**config.mk**
```make
export PLATFORM = sky130hd
export DESIGN_NAME = result_accumulator_flat
export DESIGN_NICKNAME = d
export VERILOG_FILES = /design/src/rtl/result_accumulator_if.sv /design/src/rtl/result_accumulator.sv /design/src/flat_wrapper.sv
export SDC_FILE = /design/constraint.sdc
export NUM_CORES = 1
export LEC_CHECK = 0
export ABC_AREA = 0
export CORE_MARGIN = 3
export CORE_UTILIZATION = 52
export DETAILED_ROUTE_END_ITERATION = 10
export GPL_ROUTABILITY_DRIVEN = 0
export HOLD_SLACK_MARGIN = 0.03
export PLACE_DENSITY_LB_ADDON = 0.25
export SLEW_MARGIN = 40
export SYNTH_ARGS = -nofsm -noshare
export SYNTH_HDL_FRONTEND = slang
export SYNTH_SLANG_ARGS = --single-unit
```
**constraint.sdc**
```tcl
create_clock -name clk -period 2.65 [get_ports clk]
set_input_delay 0.53 -clock clk [delete_from_list [all_inputs] [get_ports clk]]
set_output_delay 0.53 -clock clk [all_outputs]
set_load 0.02 [all_outputs]
```
**src/rtl/result_accumulator_if.sv**
```systemverilog
// result_accumulator_if: handshake and result bus for result_accumulator.
//   Upstream side : in_valid, data_i1, data_i2, flush (in), in_ready (back)
//   Downstream    : out_valid, acc1_o, acc2_o, count_o, sat_o (out), out_ready (back)
// Modports:
//   master - the environment: drives the inputs, observes the results
//   slave  - the accumulator itself
interface result_accumulator_if #(
    parameter int OUTPUT_WIDTH = 8,
    parameter int ACC_WIDTH    = 16
);
    logic                    in_valid;
    logic                    in_ready;
    logic [OUTPUT_WIDTH-1:0] data_i1;
    logic [OUTPUT_WIDTH-1:0] data_i2;
    logic                    flush;
    logic                    out_valid;
    logic                    out_ready;
    logic [ACC_WIDTH-1:0]    acc1_o;
    logic [ACC_WIDTH-1:0]    acc2_o;
    logic [7:0]              count_o;
    logic                    sat_o;

    modport master (
        output in_valid, data_i1, data_i2, flush, out_ready,
        input  in_ready, out_valid, acc1_o, acc2_o, count_o, sat_o
    );

    modport slave (
        input  in_valid, data_i1, data_i2, flush, out_ready,
        output in_ready, out_valid, acc1_o, acc2_o, count_o, sat_o
    );
endinterface

```
**src/rtl/result_accumulator.sv**
```systemverilog
// result_accumulator: sums pairs of unsigned result words over blocks of BLOCK_LEN samples
// (or fewer when flush closes a block early) and presents each block result with a
// valid/ready handshake.
//
// Ports:
//   clk     - sole clock, rising edge
//   rst_n   - asynchronous active-low reset
//   acc_bus - result_accumulator_if.slave:
//               in_valid/in_ready/data_i1/data_i2/flush  sample input
//               out_valid/out_ready/acc1_o/acc2_o/count_o/sat_o  block result
//
// Parameters: OUTPUT_WIDTH (input word width), ACC_WIDTH (>= OUTPUT_WIDTH),
//             BLOCK_LEN (1..255 samples per block).
//
// Build option: define RESULT_ACC_SATURATE_EN to clamp each accumulator at 2^ACC_WIDTH-1 and
// flag it on sat_o; otherwise the accumulators wrap and sat_o is tied low.
module result_accumulator #(
    parameter int OUTPUT_WIDTH = 8,
    parameter int ACC_WIDTH    = 16,
    parameter int BLOCK_LEN    = 4
) (
    input logic                 clk,
    input logic                 rst_n,
    result_accumulator_if.slave acc_bus
);

    localparam logic [1:0] StIdle  = 2'd0;
    localparam logic [1:0] StAccum = 2'd1;
    localparam logic [1:0] StHold  = 2'd2;

    localparam logic [7:0] BlockLen = 8'(BLOCK_LEN);

    logic [1:0]           state_q, state_d;
    logic [ACC_WIDTH-1:0] acc1_q, acc1_d;
    logic [ACC_WIDTH-1:0] acc2_q, acc2_d;
    logic [7:0]           count_q, count_d;
    logic                 in_ready_q, in_ready_d;
    logic                 out_valid_q, out_valid_d;

    logic                 xfer;
    logic [ACC_WIDTH-1:0] ext1, ext2;
    logic [ACC_WIDTH-1:0] add1, add2;
    logic [7:0]           count_inc;

    // in_ready is registered so that it reads 0 while reset is asserted and only rises on
    // the first edge after release; outside reset it tracks state != StHold.
    assign xfer      = acc_bus.in_valid && in_ready_q;
    assign ext1      = ACC_WIDTH'(acc_bus.data_i1);
    assign ext2      = ACC_WIDTH'(acc_bus.data_i2);
    assign count_inc = count_q + 8'd1;

`ifdef RESULT_ACC_SATURATE_EN
    logic                 sat_q, sat_d;
    logic [ACC_WIDTH:0]   sum1, sum2;
    logic                 ovf1, ovf2;

    // One extra bit catches the carry out; each accumulator clamps on its own.
    assign sum1 = {1'b0, acc1_q} + {1'b0, ext1};
    assign sum2 = {1'b0, acc2_q} + {1'b0, ext2};
    assign ovf1 = sum1[ACC_WIDTH];
    assign ovf2 = sum2[ACC_WIDTH];
    assign add1 = ovf1 ? {ACC_WIDTH{1'b1}} : sum1[ACC_WIDTH-1:0];
    assign add2 = ovf2 ? {ACC_WIDTH{1'b1}} : sum2[ACC_WIDTH-1:0];
`else
    assign add1 = acc1_q + ext1;
    assign add2 = acc2_q + ext2;
`endif

    always_comb begin
        state_d = state_q;
        acc1_d  = acc1_q;
        acc2_d  = acc2_q;
        count_d = count_q;
`ifdef RESULT_ACC_SATURATE_EN
        sat_d   = sat_q;
`endif
        unique case (state_q)
            StIdle: begin
                // Flush without a sample is ignored here: there is no block to close.
                if (xfer) begin
                    acc1_d  = ext1;
                    acc2_d  = ext2;
                    count_d = 8'd1;
`ifdef RESULT_ACC_SATURATE_EN
                    sat_d   = 1'b0;
`endif
                    state_d = (BlockLen == 8'd1 || acc_bus.flush) ? StHold : StAccum;
                end
            end
            StAccum: begin
                if (xfer) begin
                    acc1_d  = add1;
                    acc2_d  = add2;
                    count_d = count_inc;
`ifdef RESULT_ACC_SATURATE_EN
                    sat_d   = sat_q | ovf1 | ovf2;
`endif
                    state_d = (count_inc == BlockLen || acc_bus.flush) ? StHold : StAccum;
                end else if (acc_bus.flush) begin
                    state_d = StHold;
                end
            end
            StHold: begin
                if (acc_bus.out_ready) begin
                    state_d = StIdle;
                end
            end
            default: state_d = StIdle;
        endcase
        in_ready_d  = (state_d != StHold);
        out_valid_d = (state_d == StHold);
    end

    always_ff @(posedge clk or negedge rst_n) begin
        if (!rst_n) begin
            state_q     <= StIdle;
            acc1_q      <= '0;
            acc2_q      <= '0;
            count_q     <= '0;
            in_ready_q  <= 1'b0;
            out_valid_q <= 1'b0;
        end else begin
            state_q     <= state_d;
            acc1_q      <= acc1_d;
            acc2_q      <= acc2_d;
            count_q     <= count_d;
            in_ready_q  <= in_ready_d;
            out_valid_q <= out_valid_d;
        end
    end

`ifdef RESULT_ACC_SATURATE_EN
    always_ff @(posedge clk or negedge rst_n) begin
        if (!rst_n) begin
            sat_q <= 1'b0;
        end else begin
            sat_q <= sat_d;
        end
    end
    assign acc_bus.sat_o = sat_q;
`else
    assign acc_bus.sat_o = 1'b0;
`endif

    assign acc_bus.in_ready  = in_ready_q;
    assign acc_bus.out_valid = out_valid_q;
    assign acc_bus.acc1_o    = acc1_q;
    assign acc_bus.acc2_o    = acc2_q;
    assign acc_bus.count_o   = count_q;

endmodule

```
**src/flat_wrapper.sv**
```systemverilog
// flat-port wrapper written by rule: the top's interface ports become plain ports
module result_accumulator_flat 
#(
    parameter int OUTPUT_WIDTH = 8,
    parameter int ACC_WIDTH    = 16,
    parameter int BLOCK_LEN    = 4
)
  (clk, rst_n, acc_bus_in_valid, acc_bus_data_i1, acc_bus_data_i2, acc_bus_flush, acc_bus_out_ready, acc_bus_in_ready, acc_bus_out_valid, acc_bus_acc1_o, acc_bus_acc2_o, acc_bus_count_o, acc_bus_sat_o);
  result_accumulator_if #(.OUTPUT_WIDTH(OUTPUT_WIDTH), .ACC_WIDTH(ACC_WIDTH)) acc_bus_i ();
  input logic clk;
  input logic rst_n;
  input wire logic [$bits(acc_bus_i.in_valid)-1:0] acc_bus_in_valid;
  input wire logic [$bits(acc_bus_i.data_i1)-1:0] acc_bus_data_i1;
  input wire logic [$bits(acc_bus_i.data_i2)-1:0] acc_bus_data_i2;
  input wire logic [$bits(acc_bus_i.flush)-1:0] acc_bus_flush;
  input wire logic [$bits(acc_bus_i.out_ready)-1:0] acc_bus_out_ready;
  output wire logic [$bits(acc_bus_i.in_ready)-1:0] acc_bus_in_ready;
  output wire logic [$bits(acc_bus_i.out_valid)-1:0] acc_bus_out_valid;
  output wire logic [$bits(acc_bus_i.acc1_o)-1:0] acc_bus_acc1_o;
  output wire logic [$bits(acc_bus_i.acc2_o)-1:0] acc_bus_acc2_o;
  output wire logic [$bits(acc_bus_i.count_o)-1:0] acc_bus_count_o;
  output wire logic [$bits(acc_bus_i.sat_o)-1:0] acc_bus_sat_o;
  assign acc_bus_i.in_valid = acc_bus_in_valid;
  assign acc_bus_i.data_i1 = acc_bus_data_i1;
  assign acc_bus_i.data_i2 = acc_bus_data_i2;
  assign acc_bus_i.flush = acc_bus_flush;
  assign acc_bus_i.out_ready = acc_bus_out_ready;
  assign acc_bus_in_ready = acc_bus_i.in_ready;
  assign acc_bus_out_valid = acc_bus_i.out_valid;
  assign acc_bus_acc1_o = acc_bus_i.acc1_o;
  assign acc_bus_acc2_o = acc_bus_i.acc2_o;
  assign acc_bus_count_o = acc_bus_i.count_o;
  assign acc_bus_sat_o = acc_bus_i.sat_o;
  result_accumulator #(.OUTPUT_WIDTH(OUTPUT_WIDTH), .ACC_WIDTH(ACC_WIDTH), .BLOCK_LEN(BLOCK_LEN)) u_core (.clk(clk), .rst_n(rst_n), .acc_bus(acc_bus_i));
endmodule
```
# ---- Yosys cells after proc, flatten, opt, wreduce, memory -nomap -nowiden
# Cells that the tools add are included.
dict set report totals {
  rom_bits 0
  ram_bits 0
  mem_count 0
  output_inout_bits 43
  register_bits 44
  latch_bits 0
}
dict set report classes {
  order_cmp 0
  mul 0
  n_mux 16
  div_mod_pow 0
  eq_ne 7
  n_shift 0
  reduce_logical 5
  bitwise_logic 0
  addsub 3
}
# operator n
set ops {}
lappend ops {{two-way mux 16 bit} 4}
lappend ops {{one-hot mux 16 bit (2 select lines)} 2}
lappend ops {{adder 16 x 8 -> 16 bit} 2}
lappend ops {{two-way mux 8 bit} 2}
lappend ops {{one-hot mux 8 bit (2 select lines)} 1}
lappend ops {{two-way mux 2 bit} 6}
lappend ops {{adder 8 x 1 -> 8 bit (second input constant)} 1}
lappend ops {{== test 8 x 3 -> 1 bit (second input constant)} 1}
lappend ops {{one-hot mux 2 bit (3 select lines)} 1}
lappend ops {{== test 2 bit (second input constant)} 2}
lappend ops {{!= test 2 x 1 -> 1 bit (second input constant)} 2}
lappend ops {{AND reduction 3 bit} 1}
lappend ops {{== test 2 x 1 -> 1 bit (second input constant)} 1}
lappend ops {{logical NOT 2 bit} 1}
lappend ops {{!= test 2 bit (second input constant)} 1}
lappend ops {{nonzero test 2 bit} 1}
lappend ops {{logical AND 1 bit} 1}
lappend ops {{logical OR 1 bit} 1}

# ---- Logic depth before layout (Yosys ltp)
# Gate-level depths: netlist of run 1.
dict set report logic_depth {
  depth_word 7
  ltp_mapped 8
}

# ---- Worst setup path after synthesis of run 1
# OpenSTA, ideal clock, no wires.
dict set report synth_path {
  path_kind {input-to-reg}
  start {input acc_bus_data_i2[0]}
  end {register u_core.acc2_q[12], in the netlist u_core.acc_bus.acc2_o[12]}
  setup_ns 0.125
  required_time_ns 2.525
  cell_stages 8
  slack_ns 0.372
  n_path_buf 0
  arrival_ns 2.153
  path_cell_list {ha_1 inv_1 fa_1 nor2b_1 o31ai_1 a21boi_0 nand2_1 mux2_2}
}
dict set report synth_between {
  elab_chain_cells 3
}
# element line_no
set synth_lines {}
lappend synth_lines {{from (decl)} flat_wrapper.sv:14} ;# input wire logic [$bits(acc_bus_i.data_i2)-1:0] acc_bus_data_i2;
lappend synth_lines {{adder 16 x 8 -> 16 bit} result_accumulator.sv:66} ;# assign add2 = acc2_q + ext2;
lappend synth_lines {{two-way mux 16 bit} result_accumulator.sv:91} ;# if (xfer) begin
lappend synth_lines {{one-hot mux 16 bit (2 select lines)} result_accumulator.sv:77} ;# unique case (state_q)
lappend synth_lines {{to (signal assigned)} result_accumulator.sv:118} ;# acc2_q <= '0;
lappend synth_lines {{to (signal assigned)} result_accumulator.sv:125} ;# acc2_q <= acc2_d;
lappend synth_lines {{to (decl)} result_accumulator.sv:35} ;# logic [ACC_WIDTH-1:0] acc2_q, acc2_d;
# Every way passes these cells. The select of a mux whose other input is x is not followed.
# A chain may end at the register's enable or synchronous reset.

# ---- Worst setup path in the final report of run 1
dict set report layout_path {
  start {input acc_bus_data_i1[0]}
  end {register u_core.acc1_q[10], in the netlist u_core.acc_bus.acc1_o[10]}
}
dict set report layout_between {
  elab_chain_cells 3
}
# element line_no
set layout_lines {}
lappend layout_lines {{from (decl)} flat_wrapper.sv:13} ;# input wire logic [$bits(acc_bus_i.data_i1)-1:0] acc_bus_data_i1;
lappend layout_lines {{adder 16 x 8 -> 16 bit} result_accumulator.sv:65} ;# assign add1 = acc1_q + ext1;
lappend layout_lines {{two-way mux 16 bit} result_accumulator.sv:91}
lappend layout_lines {{one-hot mux 16 bit (2 select lines)} result_accumulator.sv:77}
lappend layout_lines {{to (signal assigned)} result_accumulator.sv:117} ;# acc1_q <= '0;
lappend layout_lines {{to (signal assigned)} result_accumulator.sv:124} ;# acc1_q <= acc1_d;
lappend layout_lines {{to (decl)} result_accumulator.sv:34} ;# logic [ACC_WIDTH-1:0] acc1_q, acc1_d;
# Every way passes these cells. The select of a mux whose other input is x is not followed.

==> impl_results.md, run 1 <==
- Syn avg cell area: 8.446 um2
- PortBufs: 62
- Slew margin rel.: 65.06%
- Most frequent cells in the layout: clkdlybuf4s50_1, dfrtp_1, nand2_1, o21ai_0, nor2_1
- Post-Synthesis Cell Area: 0.003007 mm2
- CTS root buf: clkbuf_8
- # fillers: 437
- Depth of the worst register-to-register path: 8
- Post-synth EDFFs: 0
- Post-CTS setup buffer count: 0
- Reg-to-reg critical path startpoint: u_core.acc_bus.acc1_o[0]
- Post-synthesis compound-gate area fraction: 21.97%
- WL/cell: 14.95 um
- Setup crit start kind: input pin
- Max FO, Critical Path: 6
- Initial antenna violation count: 0
- Post-Layout Cell Count: 500
- DP Cell Count: 493
- Fin. max-slew vios: 0
- Residual DRC: 0
- Max VDD drop: 627.6 uV
- Setup Total Neg Slack: 0 ps
- Vias: 2955
- Tot Pwr: 3867 uW
- Final setup vio count: 0
- Worst setup path start: acc_bus_data_i1[0]
- Longest Clk Path Bufs: 2
- XOR/XNOR Fraction of Synth Area: 1.457%
- Reg clk slew, reported paths: 90 ps
- Worst R2R Setup Slack: 510 ps
- CTS tree: yes
- Synth Flop Type: dfrtp_1
- Setup WS post-layout: 197.8 ps
- # H-tree levels: 2
- Pre-CTS WS: -96.01 ps
- Simple-gate share of the synthesized area: 22.72%
- Main combinational cell family by area after synthesis: simple AND/OR/NAND/NOR gates
- Routed WL: 7475 um
- Post-synthesis mux area share: 5.077%
- # clock sinks: 44
- Critical path class: input pin to flip-flop
- Core Rows: 27
- Outcome: completed
- Post-route ant nets: 0
- First-pass GRT wire length: 12470 um
- Final Util: 70.03%
- Final Critical Period: 2452 ps
- Adder-cell share of the synthesized area: 8.406%
- Pre-antenna DRT Iters: 5
- Detailed placement HPWL: 5512 um
- GRT Util Overall: 23.38%
- Fin nets: 468
- Layout cells sized above 1: 9.346%
- Final hold vios: 0
- Register Area: 0.001101 mm2
- Mapped Nets: 396
- CTS Hold Buffers Added: 0
- Min-delay worst type: input pin to async pin
- Max_cap viols: 0
- Core ar.: 0.005540 mm2
- Fin crit share: 92.54%
- Worst Path Arrival: 2680 ps
- Die X: 82.04 um
- Register bit total from synthesis: 44
- Worst-Skew Late Latency: 290 ps
- DIE HEIGHT: 82.04 um
- Worst EP required: 2880 ps
- DRT iter0 DRCs: 203
- Fraction of registers with async set/reset: 100.0%
- Yosys cell types: 50
- Pin count of the biggest net entering global routing: 34
- FF-to-FF End: u_core.acc_bus.acc1_o[10]
- Leakage power: 0.001640 uW
- Vias in the first global route: 2790
- Achievable clock frequency: 407.8 MHz
- Power Density: 996.6 mW/mm2
- Post-Syn Instances: 356
- Least-Margin Pin Slew: 518.6 ps
- End of the critical path: u_core.acc_bus.acc1_o[10]
- RSZ-0062 raised after global routing: false
- Die Area: 0.006731 mm2
- I/O pin cnt: 64
- Syn-to-layout area delta: 29.05%
- Synth warn: 0
- Total CTS buffers: 5
- Antenna cells: 0
- Commonest non-fill, non-tap cell in the layout: clkdlybuf4s50_1
- Initial Util: 54.27%
- Worst clock skew: 7.841 ps
- Multi-input gate area: 0.001797 mm2
- Post_cts resized: 0
- Setup crit end kind: flip-flop
- Vias/cell: 5.910
- GRT overflow: 0
- Sequential share of the synthesized area: 36.62%
==> routing by layer <==
metal  global-route usage (%)  up-vias  wire (um)
li1                         -     1431          -
met4                    5.482        0         74
met3                    3.838        8        459
met5                        0        -          0
met1                    29.87     1408       3227
met2                    41.11      108       3713
==> cell families after synthesis <==
family	Yosys count
buffers and inverters	27
AOI/OAI and AO/OA	106
DFF	44
and+or+nand+nor	139
xor gates and xnor gates	5
muxes	15
other	1
adders and majority gates	19
==> Yosys cell counts (6+ instances only) <==
cell type  count  area (um2)
a211oi_1       7       52.55
nand2_1       43       161.4
nor3_1        11       55.05
and3_1         8       50.05
or3_1          6       37.54
nor2_1        33       123.9
o21ai_0       38       190.2
nand3_1       12       60.06
mux2i_1       13       130.1
ha_1          17       212.7
clkbuf_1      10       37.54
dfrtp_1       44        1101
inv_1         11       41.29
a21oi_1       29       145.1
==> worst max-delay path: stages <==
cell             delay [ps]
clkdlybuf4s50_1         480
ha_1                    170
inv_1                    60
fa_1                    390
nor2b_1                 170
o31a_1                  160
o21ai_0                 210
or3_1                   370
a21oi_1                 140
==> worst min-delay path by stage <==
stage | from | to | slack (ps) | cells after the start
2_1_floorplan | rst_n | u_core.acc_bus.acc1_o[0] | 230 | 0
3_3_place_gp | rst_n | u_core.acc_bus.acc1_o[1] | 420 | 1
3_5_place_dp | rst_n | u_core.acc_bus.acc1_o[1] | 420 | 1
4_1_cts | rst_n | u_core.acc_bus.acc1_o[1] | 100 | 1
5_1_grt | rst_n | u_core.acc_bus.acc1_o[2] | 110 | 1
6_report | rst_n | u_core.acc_bus.acc1_o[1] | 100 | 1
==> report_power, final <==
group	switching (uW)	internal, uW
clock	227	233
combinational	1300	1040
sequential	209	863
==> cell type report <==
class | instances | share of cell area, %
multi-input combinational | 285 | 46.31
sequential | 44 | 28.38
clock buffer | 7 | 2.483
inverter | 12 | 1.161
tap | 72 | 2.322
timing repair buffer | 80 | 19.35
==> flip-flops by register name, indices dropped and copies added, names as in the netlist <==
| register | count |
|---|---|
| u_core.acc_bus.acc2_o | 16 |
| u_core.state_q | 2 |
| u_core.acc_bus.out_valid | 1 |
| u_core.acc_bus.in_ready | 1 |
| u_core.acc_bus.acc1_o | 16 |
| u_core.acc_bus.count_o | 8 |
==> through the flow <==
stage / hold WS, ps / area (um2)
after global placement: 423.7 / 3784
final: 96.62 / 3880
after floorplan: 234.4 / 3007
after detailed placement: 422.2 / 3784
after global routing: 109.9 / 3880
after CTS: 102.7 / 3880
Note: power is estimated with default switching activity, not from simulation.
==> run 2, diff against run 1 <==
--- a/config.mk
+++ b/config.mk
@@ -16,3 +16,4 @@
 export SYNTH_ARGS = -nofsm -noshare
 export SYNTH_HDL_FRONTEND = slang
 export SYNTH_SLANG_ARGS = --single-unit
+export TNS_END_PERCENT = 30
==> results of run 2 <==
No change in the layout: final DEF, timing and power equal those of run 1.
==> run 3, diff against run 2 <==
--- a/config.mk
+++ b/config.mk
@@ -12,8 +12,6 @@
 export GPL_ROUTABILITY_DRIVEN = 0
 export HOLD_SLACK_MARGIN = 0.03
 export PLACE_DENSITY_LB_ADDON = 0.25
-export SLEW_MARGIN = 40
 export SYNTH_ARGS = -nofsm -noshare
 export SYNTH_HDL_FRONTEND = slang
 export SYNTH_SLANG_ARGS = --single-unit
-export TNS_END_PERCENT = 30
==> results of run 3 <==
No change in the layout: final DEF, timing and power equal those of run 1.
